### config.mk
export PLATFORM = sky130hd
export DESIGN_NAME = tristate_bus_arbiter
export DESIGN_NICKNAME = d
export VERILOG_FILES = /design/src/rtl/tristate_bus_arbiter.sv
export SDC_FILE = /design/constraint.sdc
export NUM_CORES = 1
export LEC_CHECK = 0
export CORE_MARGIN = 1.5
export CORE_UTILIZATION = 40
export CTS_BUF_LIST = sky130_fd_sc_hd__clkbuf_8 sky130_fd_sc_hd__clkbuf_16
export DETAILED_ROUTE_END_ITERATION = 10
export PLACE_DENSITY = 0.65
export REMOVE_ABC_BUFFERS = 1
export SYNTH_ARGS = -nofsm -noshare
export SYNTH_HDL_FRONTEND = slang
export SYNTH_SLANG_ARGS = --single-unit
### constraint.sdc
create_clock -name clk -period 3.29 [get_ports clk]
set_input_delay 0.329 -clock clk [delete_from_list [all_inputs] [get_ports clk]]
set_output_delay 0.329 -clock clk [all_outputs]
set_load 0.005 [all_outputs]
### src/rtl/tristate_bus_arbiter.sv
// tristate_bus_arbiter: round-robin owner select for a shared tri-state bus with all-off turnaround gaps
// Ports:
//   clk      - rising-edge clock
//   rstn     - asynchronous active-low reset
//   req      - per-requester level-sensitive bus request
//   gnt      - one-hot registered grant, active-high
//   oe_n     - active-low tri-state enables, always ~gnt
//   owner_id - index of current or most recent owner
//   busy     - high while a grant is active
//   turn     - high during the all-off turnaround gap
module tristate_bus_arbiter #(
  parameter int N_REQ       = 4,
  parameter int MAX_HOLD    = 8,
  parameter int TURN_CYCLES = 2
) (
  input  logic                     clk,
  input  logic                     rstn,
  input  logic [N_REQ-1:0]         req,
  output logic [N_REQ-1:0]         gnt,
  output logic [N_REQ-1:0]         oe_n,
  output logic [$clog2(N_REQ)-1:0] owner_id,
  output logic                     busy,
  output logic                     turn
);
  localparam int IW = $clog2(N_REQ);
  localparam int HW = $clog2(MAX_HOLD + 1);
  localparam int TW = $clog2(TURN_CYCLES + 1);
  typedef enum logic [1:0] {IDLE, GRANT, TURN} state_t;
  state_t           state_q, state_d;
  logic [N_REQ-1:0] gnt_q, gnt_d;
  logic [IW-1:0]    owner_q, owner_d, ptr_q, ptr_d, win;
  logic [HW-1:0]    hold_q, hold_d;
  logic [TW-1:0]    tcnt_q, tcnt_d;
  logic             found;
  int               idx;
  // Scan from the highest offset down so the requester closest to ptr is written last and wins.
  always_comb begin
    found = 1'b0;
    win = '0;
    idx = 0;
    for (int j = N_REQ - 1; j >= 0; j--) begin
      idx = int'(ptr_q) + j;
      idx = idx >= N_REQ ? idx - N_REQ : idx;
      if (req[IW'(idx)]) begin
        found = 1'b1;
        win = IW'(idx);
      end
    end
  end
  always_comb begin
    state_d = state_q;
    gnt_d = gnt_q;
    owner_d = owner_q;
    ptr_d = ptr_q;
    hold_d = hold_q;
    tcnt_d = tcnt_q;
    case (state_q)
      IDLE: begin
        if (found) begin
          state_d = GRANT;
          gnt_d = N_REQ'(1) << win;
          owner_d = win;
          hold_d = HW'(1);
        end
      end
      GRANT: begin
        if (!req[owner_q] || hold_q == HW'(MAX_HOLD)) begin
          state_d = TURN;
          gnt_d = '0;
          tcnt_d = TW'(1);
          // Moving ptr past the old owner puts it behind every other requester.
          ptr_d = owner_q == IW'(N_REQ - 1) ? '0 : owner_q + 1'b1;
        end else begin
          hold_d = hold_q + 1'b1;
        end
      end
      TURN: begin
        if (tcnt_q < TW'(TURN_CYCLES)) begin
          tcnt_d = tcnt_q + 1'b1;
        end else if (found) begin
          state_d = GRANT;
          gnt_d = N_REQ'(1) << win;
          owner_d = win;
          hold_d = HW'(1);
        end else begin
          state_d = IDLE;
        end
      end
      default: state_d = IDLE;
    endcase
  end
  always_ff @(posedge clk or negedge rstn) begin
    if (!rstn) begin
      state_q <= IDLE;
      gnt_q <= '0;
      owner_q <= '0;
      ptr_q <= '0;
      hold_q <= '0;
      tcnt_q <= '0;
    end else begin
      state_q <= state_d;
      gnt_q <= gnt_d;
      owner_q <= owner_d;
      ptr_q <= ptr_d;
      hold_q <= hold_d;
      tcnt_q <= tcnt_d;
    end
  end
  assign gnt = gnt_q;
  assign oe_n = ~gnt_q;
  assign owner_id = owner_q;
  assign busy = state_q == GRANT;
  assign turn = state_q == TURN;
endmodule

* Word level (Yosys, flattened, before mapping)
Cells that the tools add are included.
** Cells by class
- Equal/unequal tests :: 9
- Bitwise gates (word level) :: 1
- $add $sub $neg :: 10
- Multiplexer cells :: 46
- Multiply operators :: 0
- Reduce and logical (&&, ||, !) cells :: 12
- $lt $le $gt $ge :: 10
- Div/mod/pow operators :: 0
- Shift-type cells :: 1
** Operators with widths (count)
- 2-bit two-way mux :: 16
- 4-bit two-way mux :: 6
- 4-bit case mux with 3 select lines :: 2
- 2-bit by 4-bit less-than comparator with 1-bit output, second input constant :: 4
- 1-bit two-way mux :: 14
- 3-bit AND reduction :: 4
- 1-bit binary-select mux with 2-bit select :: 5
- 3-bit >= comparator, second input constant :: 3
- 2-bit case mux with 2 select lines :: 2
- 2-bit by 1-bit subtractor with 2-bit output, second input constant :: 4
- 2-bit by 2-bit adder with 3-bit output, second input constant :: 2
- 2-bit != test, second input constant :: 3
- 2-bit case mux with 3 select lines :: 1
- 2-bit by 1-bit adder with 2-bit output, second input constant :: 2
- 4-bit by 1-bit adder with 4-bit output, second input constant :: 1
- 2-bit == test, second input constant :: 2
- 4-bit == test, second input constant :: 1
- 2-bit by 1-bit != test with 1-bit output, second input constant :: 2
- 4-bit inverter :: 1
- 2-bit AND reduction :: 2
- 2-bit nonzero test :: 2
- 1-bit by 2-bit << shifter with 4-bit output, first input constant :: 1
- 2-bit by 1-bit adder with 3-bit output, second input constant :: 1
- 2-bit by 3-bit >= comparator with 1-bit output, second input constant :: 1
- 7 further kinds :: 7
** Storage, ports and cells
- Memory bits (read-only) :: 0
- Input bits :: 6
- Output and inout bits :: 12
- Memories :: 0
- Logic and storage cells :: 95
- Bits in registers :: 16
- Latch bits :: 0
- Memory bits (writable) :: 0

* Longest topological paths before layout
Gate-level depths: netlist of the first run.
- Depth in word-level cells :: 14
- Mapped depth :: 6
- Mapped depth without buffers :: 6

* Least setup slack after synthesis of the first run
No wires, ideal clock.
- Path type :: reg-to-reg
- From :: reg owner_q[1] (netlist: owner_id[1])
- To :: reg gnt_q[2] (netlist: gnt[2])
- Setup slack :: 1.735 ns
- Arrival :: 1.434 ns
- Required time :: 3.168 ns
- Setup time :: 0.122 ns
- Cell stages (with the launch flop) :: 4
- Clock period less this slack :: 1.555 ns
- Buffers on the path :: 0
- Cell sequence :: dfrtp_1 > mux4_2 > a21o_1 > a32o_1
** On the way
- Cells in the longest elaborated chain, start to end :: 6
** RTL lines
- start, declared :: RTL line 31 : logic [IW-1:0] owner_q, owner_d, ptr_q, ptr_d, win;
- start signal, assigned :: RTL line 103 : owner_q <= owner_d;
- 1-bit binary-select mux with 2-bit select :: RTL line 67 : if (!req[owner_q] || hold_q == HW'(MAX_HOLD)) begin
- 1-bit two-way mux (not written as such) :: RTL line 67
- 1-bit zero test :: RTL line 67
- 1-bit logical OR :: RTL line 67
- 2-bit by 1-bit != test with 1-bit output (no source line)
- 3-bit AND reduction (no source line)
- end signal, assigned :: RTL line 102 : gnt_q <= gnt_d;
- end, declared :: RTL line 30 : logic [N_REQ-1:0] gnt_q, gnt_d;
No other way between the ends. The select of a mux whose other input is x is not followed.
A chain may end at the register's enable or synchronous reset.

* Worst setup path after layout of the first run
- From :: in req[2]
- To :: reg gnt_q[3] (netlist: gnt[3])
** On the way
- Cells in the longest elaborated chain, start to end :: 11
- Elaborated cells between the ends (all ways) :: 30
- Classes of those cells :: 1 x eq/ne; 1 x shift; 25 x mux; 3 x reduce/logical
** RTL lines
- start, declared :: RTL line 18 : input logic [N_REQ-1:0] req,
- 1-bit binary-select mux with 2-bit select :: RTL line 44 : if (req[IW'(idx)]) begin
- 1-bit two-way mux (not written as such) (2 in a row) :: RTL line 44
- 2-bit two-way mux (4 in a row) :: RTL line 44
- 1-bit by 2-bit << shifter with 4-bit output :: RTL line 61, 82
- 4-bit two-way mux :: RTL line 59, 80
- 4-bit two-way mux :: RTL line 78 : if (tcnt_q < TW'(TURN_CYCLES)) begin
- 4-bit case mux with 3 select lines :: RTL line 57 : case (state_q)
Several ways; a longest one is shown, not always the timed one. The select of a mux whose other input is x is not followed.

==> results.md, run 1 <==
- All-Layer GR Usage: 0.166
- FF-to-FF setup slack: 1600 ps
- Crit path cell chain: clkdlybuf4s50_1 -> mux4_2 -> a21o_1 -> a32o_1
- Worst VDD drop: 0.398 mV
- Drt wl/cell: 12.1 µm
- Synth unique cells: 26
- Clock transition at path regs: 60 ps
- Post-synth EDFFs: 0
- Io pins: 18
- FF-to-FF path depth: 3
- RSZ-0062 raised after global routing: no
- Crit path from: req[2]
- Pint: 0.000628 W
- Met1 usage: 0.217
- Combinational power share: 0.456
- Max Fclk: 554 MHz
- Cts hold-fix bufs: 0
- Final worst slack: 1480 ps
- Fin Setup TNS: 0 ps
- CP Class: primary input to register
- Crit-path max FO: 7
- CP Depth: 4
- WP data required: 3430 ps
- Worst slack, placed: 1230 ps
- RD Place Congestion: 0.763
- Most common cell in the netlist: dfrtp_1
- Nets: 116
- Routing usage on met2: 0.238
- Slowest stage delay, CP: 540 ps
- Worst Clk Skew: 2.69 ps
- Share of cells above drive strength 1: 0.0660
- Via/cell ratio: 5.02
- Post-CTS sizing: 0
- CP arrival: 1940 ps
- Die ar.: 2350 µm²
- CTS tree: built
- Final ANT Viol Nets: 0
- CORE AREA: 1960 µm²
- Yosys warns: 0
- Fin crit share: 0.549
- Vias in the first global route: 625
- Worst Tran Pin Value: 706 ps
- CP top delay family: compound AO/OA/AOI/OAI gates
- Commonest cells post-synth: dfrtp_1, nand2_1, inv_1
- N_diodes: 0
- Yosys top cell area share: 0.485
- Slew Limit Fails: 0
- Area grow syn2layout: 30.8%
- Root buf cell: clkbuf_8
- Min cycle time layout: 1810 ps
- Vias: 667
- Sequential share of power: 0.366
- Clock power share: 0.178
- Synth Cell Area: 826 µm²
- Pwr per Cell Area: 902 nW/µm²
- Top post-synthesis cells by area: dfrtp_1, nand2_1, ha_1
- Pre-antenna DRT Iters: 4
- Hold_sp: tcnt_q[0]
- Synth area leader: dfrtp_1
- Post-Synthesis Cells: 86
- Iter 0 DRT Violations: 8
- CTS Buffer Depth: 2
- Number of I/O port buffers: 17
- Final setup viols: 0
- Register area share after synthesis: 0.485
- Htree depth: 1
- Hold_ws: 492 ps
- CP startpoint kind: primary input
- Ys async rst share: 1.00
- Flops & latches, synth: 16
- Post-CTS Setup Bufs: 0
- Met3 Use GR: 0.0463
- Routed WL: 1610 µm
- CP max stage cell: mux4_2
- Initial antenna violation count: 0
- Core Rows: 16
- Busiest layer in global routing: met2
- Main synth FF type: dfrtp_1
- Residual DRC: 0
- First-pass GRT wire length: 2890 µm
- Switching share of total power: 0.355
- Sw Pwr: 0.000346 W
- Final hold vios: 0
- Syn avg cell area: 9.60 µm²
- Grt total ovfl: 0
- Crit end category: register
- Number of buffers created by CTS: 3
- Dpl hpwl: 1230 µm
- Crit path buffers/inverters: 1
- Worst Hold Path Cells: 1
- Worst-Skew Late Latency: 250 ps
- Status: complete, no violations
- Max-slew headroom: 0.528
- CTS Sinks: 16
- Leak: 0.498 nW
- Max Cap Violations: 0
- Core Util, Final: 0.550
- Worst Hold Class: register to register
- Initial core utilization: 0.421
- Worst flop-to-flop path startpoint: owner_id[1]
- Chip Width: 48.4 µm
- Largest net degree at the start of global routing: 17
- Die Ht: 48.4 µm
-- path summary, 6_finish.rpt --
kind / to
worst min register to register: tcnt_q[0]
worst max-delay path: gnt[3]
worst min-delay path: tcnt_q[0]
min in group asynchronous: hold_q[3]
max in group asynchronous: owner_id[1]
worst max register to register: gnt[3]
-- cells by family after synthesis --
group,count (synthesis),synth area share
and+or+nand+nor,34,0.203
buffers and inverters,11,0.0515
DFF,16,0.485
muxes,4,0.0636
adders and majority gates,3,0.0455
AOI/OAI and AO/OA,18,0.152
-- power groups by stage --
| stage | logic [W] | registers (W) | clock network, W |
|---|---|---|---|
| 2_1_floorplan | 0.000260 | 0.000346 | 0 |
| 3_3_place_gp | 0.000444 | 0.000362 | 0 |
| 3_5_place_dp | 0.000448 | 0.000361 | 0 |
| 4_1_cts | 0.000450 | 0.000358 | 0.000180 |
| 5_1_grt | 0.000502 | 0.000372 | 0.000187 |
| 6_report | 0.000444 | 0.000356 | 0.000174 |
-- flip-flops by register name (all words and copies together) (netlist names) --
name and count:
ptr_q 2, owner_id 2, tcnt_q 2, gnt 4, hold_q 4, state_q 2
-- metal layers --
layer | part of all wire | routed length (µm)
met1 | 0.46 | 737
met2 | 0.46 | 740
met3 | 0.047 | 76
met4 | 0.032 | 51
met5 | 0 | 0
-- stage by stage --
| step | total power [W] | cells | cell area (µm²) |
|---|---|---|---|
| 6_report | 0.000974 | 133 | 1080 |
| 5_1_grt | 0.00106 | 133 | 1080 |
| 4_1_cts | 0.000987 | 133 | 1080 |
| 3_5_place_dp | 0.000809 | 129 | 1020 |
| 3_3_place_gp | 0.000806 | 129 | 1020 |
| 2_1_floorplan | 0.000606 | 85 | 821 |
-- cells in the final DEF (no fill, tap or decap), types with 2 or more instances in the layout --
| master | n |
|---|---|
| a21oi_1 | 5 |
| o21ai_0 | 2 |
| nand2_1 | 12 |
| a21o_1 | 2 |
| clkdlybuf4s50_1 | 17 |
| ha_1 | 3 |
| a32o_1 | 2 |
| nor2_1 | 4 |
| mux2i_1 | 3 |
| nand3_1 | 3 |
| o31ai_1 | 4 |
| nand2b_1 | 3 |
| dfrtp_1 | 16 |
| nor3_1 | 3 |
| and2_1 | 2 |
| nor2b_1 | 2 |
| clkbuf_8 | 4 |
| inv_1 | 10 |
-- cell type report --
type	instances	area [µm²]
repair buffers	17	170
clock buffers	4	55.1
multi-input cells	59	383
well taps	27	33.8
flip-flops and latches	16	400
fillers	194	882
inverters	10	37.5
(Power assumes the default switching activity.)
==> run 2, diff against run 1 <==
==> constraint.sdc (replaced) <==
create_clock -name clk -period 1.85 [get_ports clk]
set_input_delay 0.185 -clock clk [delete_from_list [all_inputs] [get_ports clk]]
set_output_delay 0.185 -clock clk [all_outputs]
set_load 0.005 [all_outputs]
==> results.md, run 2 (synthesis gave the netlist of run 1 again) <==
- Status: complete, no violations
- Leak: 0.524 nW
- Finished Layout Cells: 139
- Final ANT Viol Nets: 0
- Number of buffers created by CTS: 3
- Via/cell ratio: 5.17
- N_diodes: 0
- Max Fclk: 613 MHz
- Residual DRC: 0
- CP top delay family: buffers and inverters
- Worst-Skew Late Latency: 250 ps
- Worst VDD drop: 0.655 mV
- CP arrival: 1450 ps
- Nets: 123
- Crit path buffers/inverters: 2
- First-pass GRT wire length: 3370 µm
- CP Class: register to output port
- CP startpoint kind: register
- CTS tree: built
- Worst slack, placed: -7.64 ps
- Initial antenna violation count: 0
- Die ar.: 2350 µm²
- CTS Sinks: 16
- Pwr per Cell Area: 1580 nW/µm²
- Fin crit share: 0.881
- Crit path cell chain: nand2b_1 -> inv_1 -> clkdlybuf4s50_1
- Crit-path max FO: 3
- Iter 0 DRT Violations: 17
- RD Place Congestion: 0.813
- CORE AREA: 1960 µm²
- Chip Width: 48.4 µm
- Vias: 718
- Worst Hold Class: primary input to async pin
- Final setup viols: 0
- Cts hold-fix bufs: 0
- Vias in the first global route: 735
- FILL cells: 187
- Root buf cell: clkbuf_8
- Initial core utilization: 0.421
- RSZ-0062 raised after global routing: no
- Share of cells above drive strength 1: 0.116
- Final Cell Area: 1120 µm²
- Die Ht: 48.4 µm
- Post-CTS sizing: 0
- Htree depth: 1
- WP data required: 1660 ps
- Pre-antenna DRT Iters: 4
- Core Rows: 16
- Number of I/O port buffers: 17
- Largest net degree at the start of global routing: 11
- Min cycle time layout: 1630 ps
- Worst Tran Pin Value: 383 ps
- Max-slew headroom: 0.744
- Worst Clk Skew: 2.63 ps
- Slew Limit Fails: 0
- Slowest stage delay, CP: 510 ps
- Dpl hpwl: 1440 µm
- Grt total ovfl: 0
- Crit end category: output port
- Most common cell after layout, fill and taps aside: clkdlybuf4s50_1
- Drt wl/cell: 13.6 µm
- Post-CTS Setup Bufs: 0
- Placed insts: 136
- CP max stage cell: clkdlybuf4s50_1
- Routed WL: 1890 µm
- Fin Setup TNS: 0 ps
- CTS Buffer Depth: 2
- Placed inst area: 1080 µm²
- Area grow syn2layout: 35.5%
- Hold_ws: 216 ps
- Max Cap Violations: 0
- Clock transition at path regs: 60 ps
- Io pins: 18
- Final worst slack: 220 ps
- Final hold vios: 0
- Most frequent cells in the layout: clkdlybuf4s50_1, dfrtp_1, nand2_1, inv_1, buf_4
- All-Layer GR Usage: 0.187
## run 2: cell count changes in the layout (fill, tap and decap cells not counted)
cell	previous run	this run
buf_4	0	7
clkbuf_8	4	3
## run 2: power breakdown
group / switching [W] / internal, W / total [W]
clock network: 0.000120 / 0.000145 / 0.000265
logic: 0.000404 / 0.000465 / 0.000869
registers: 0.000132 / 0.000500 / 0.000632
## run 2: per-layer routing
metal,share of wire,global-route usage
met1,0.48,0.243
met2,0.46,0.280
met3,0.033,0.0463
met4,0.023,0.119
met5,0,0
## run 2: worst reg2reg max path, cell delays in order (launching register included)
cell,delay [ps]
dfrtp_1,380
mux4_2,560
a21o_1,280
a32o_1,290
## run 2: path summary, 6_finish.rpt
check	to	startpoint	slack [ps]	depth (start not counted)
worst max-delay path	busy	state_q[1]	220	3
worst min register to register	tcnt_q[0]	tcnt_q[0]	480	1
min in group clk	tcnt_q[0]	tcnt_q[0]	480	1
worst max register to register	gnt[2]	owner_id[1]	230	3
max in group asynchronous	hold_q[2]	rstn	1180	2
worst min-delay path	hold_q[0]	rstn	220	1
## run 2: through the flow
| step | util | power, W |
|---|---|---|
| 4_1_cts | 0.570 | 0.00177 |
| 3_3_place_gp | 0.549 | 0.00147 |
| 3_5_place_dp | 0.549 | 0.00150 |
| 5_1_grt | 0.570 | 0.00191 |
| 6_report | 0.570 | 0.00177 |
| 2_1_floorplan | - | 0.00108 |
## run 2: area by class of cell
type                            count  area (µm²)  area share
Sequential cell                    16         400       0.358
Timing Repair Buffer               24         223       0.199
Clock buffer                        3        41.3      0.0369
Tap cell                           27        33.8      0.0302
Inverter                           10        37.5      0.0336
Multi-Input combinational cell     59         383       0.342
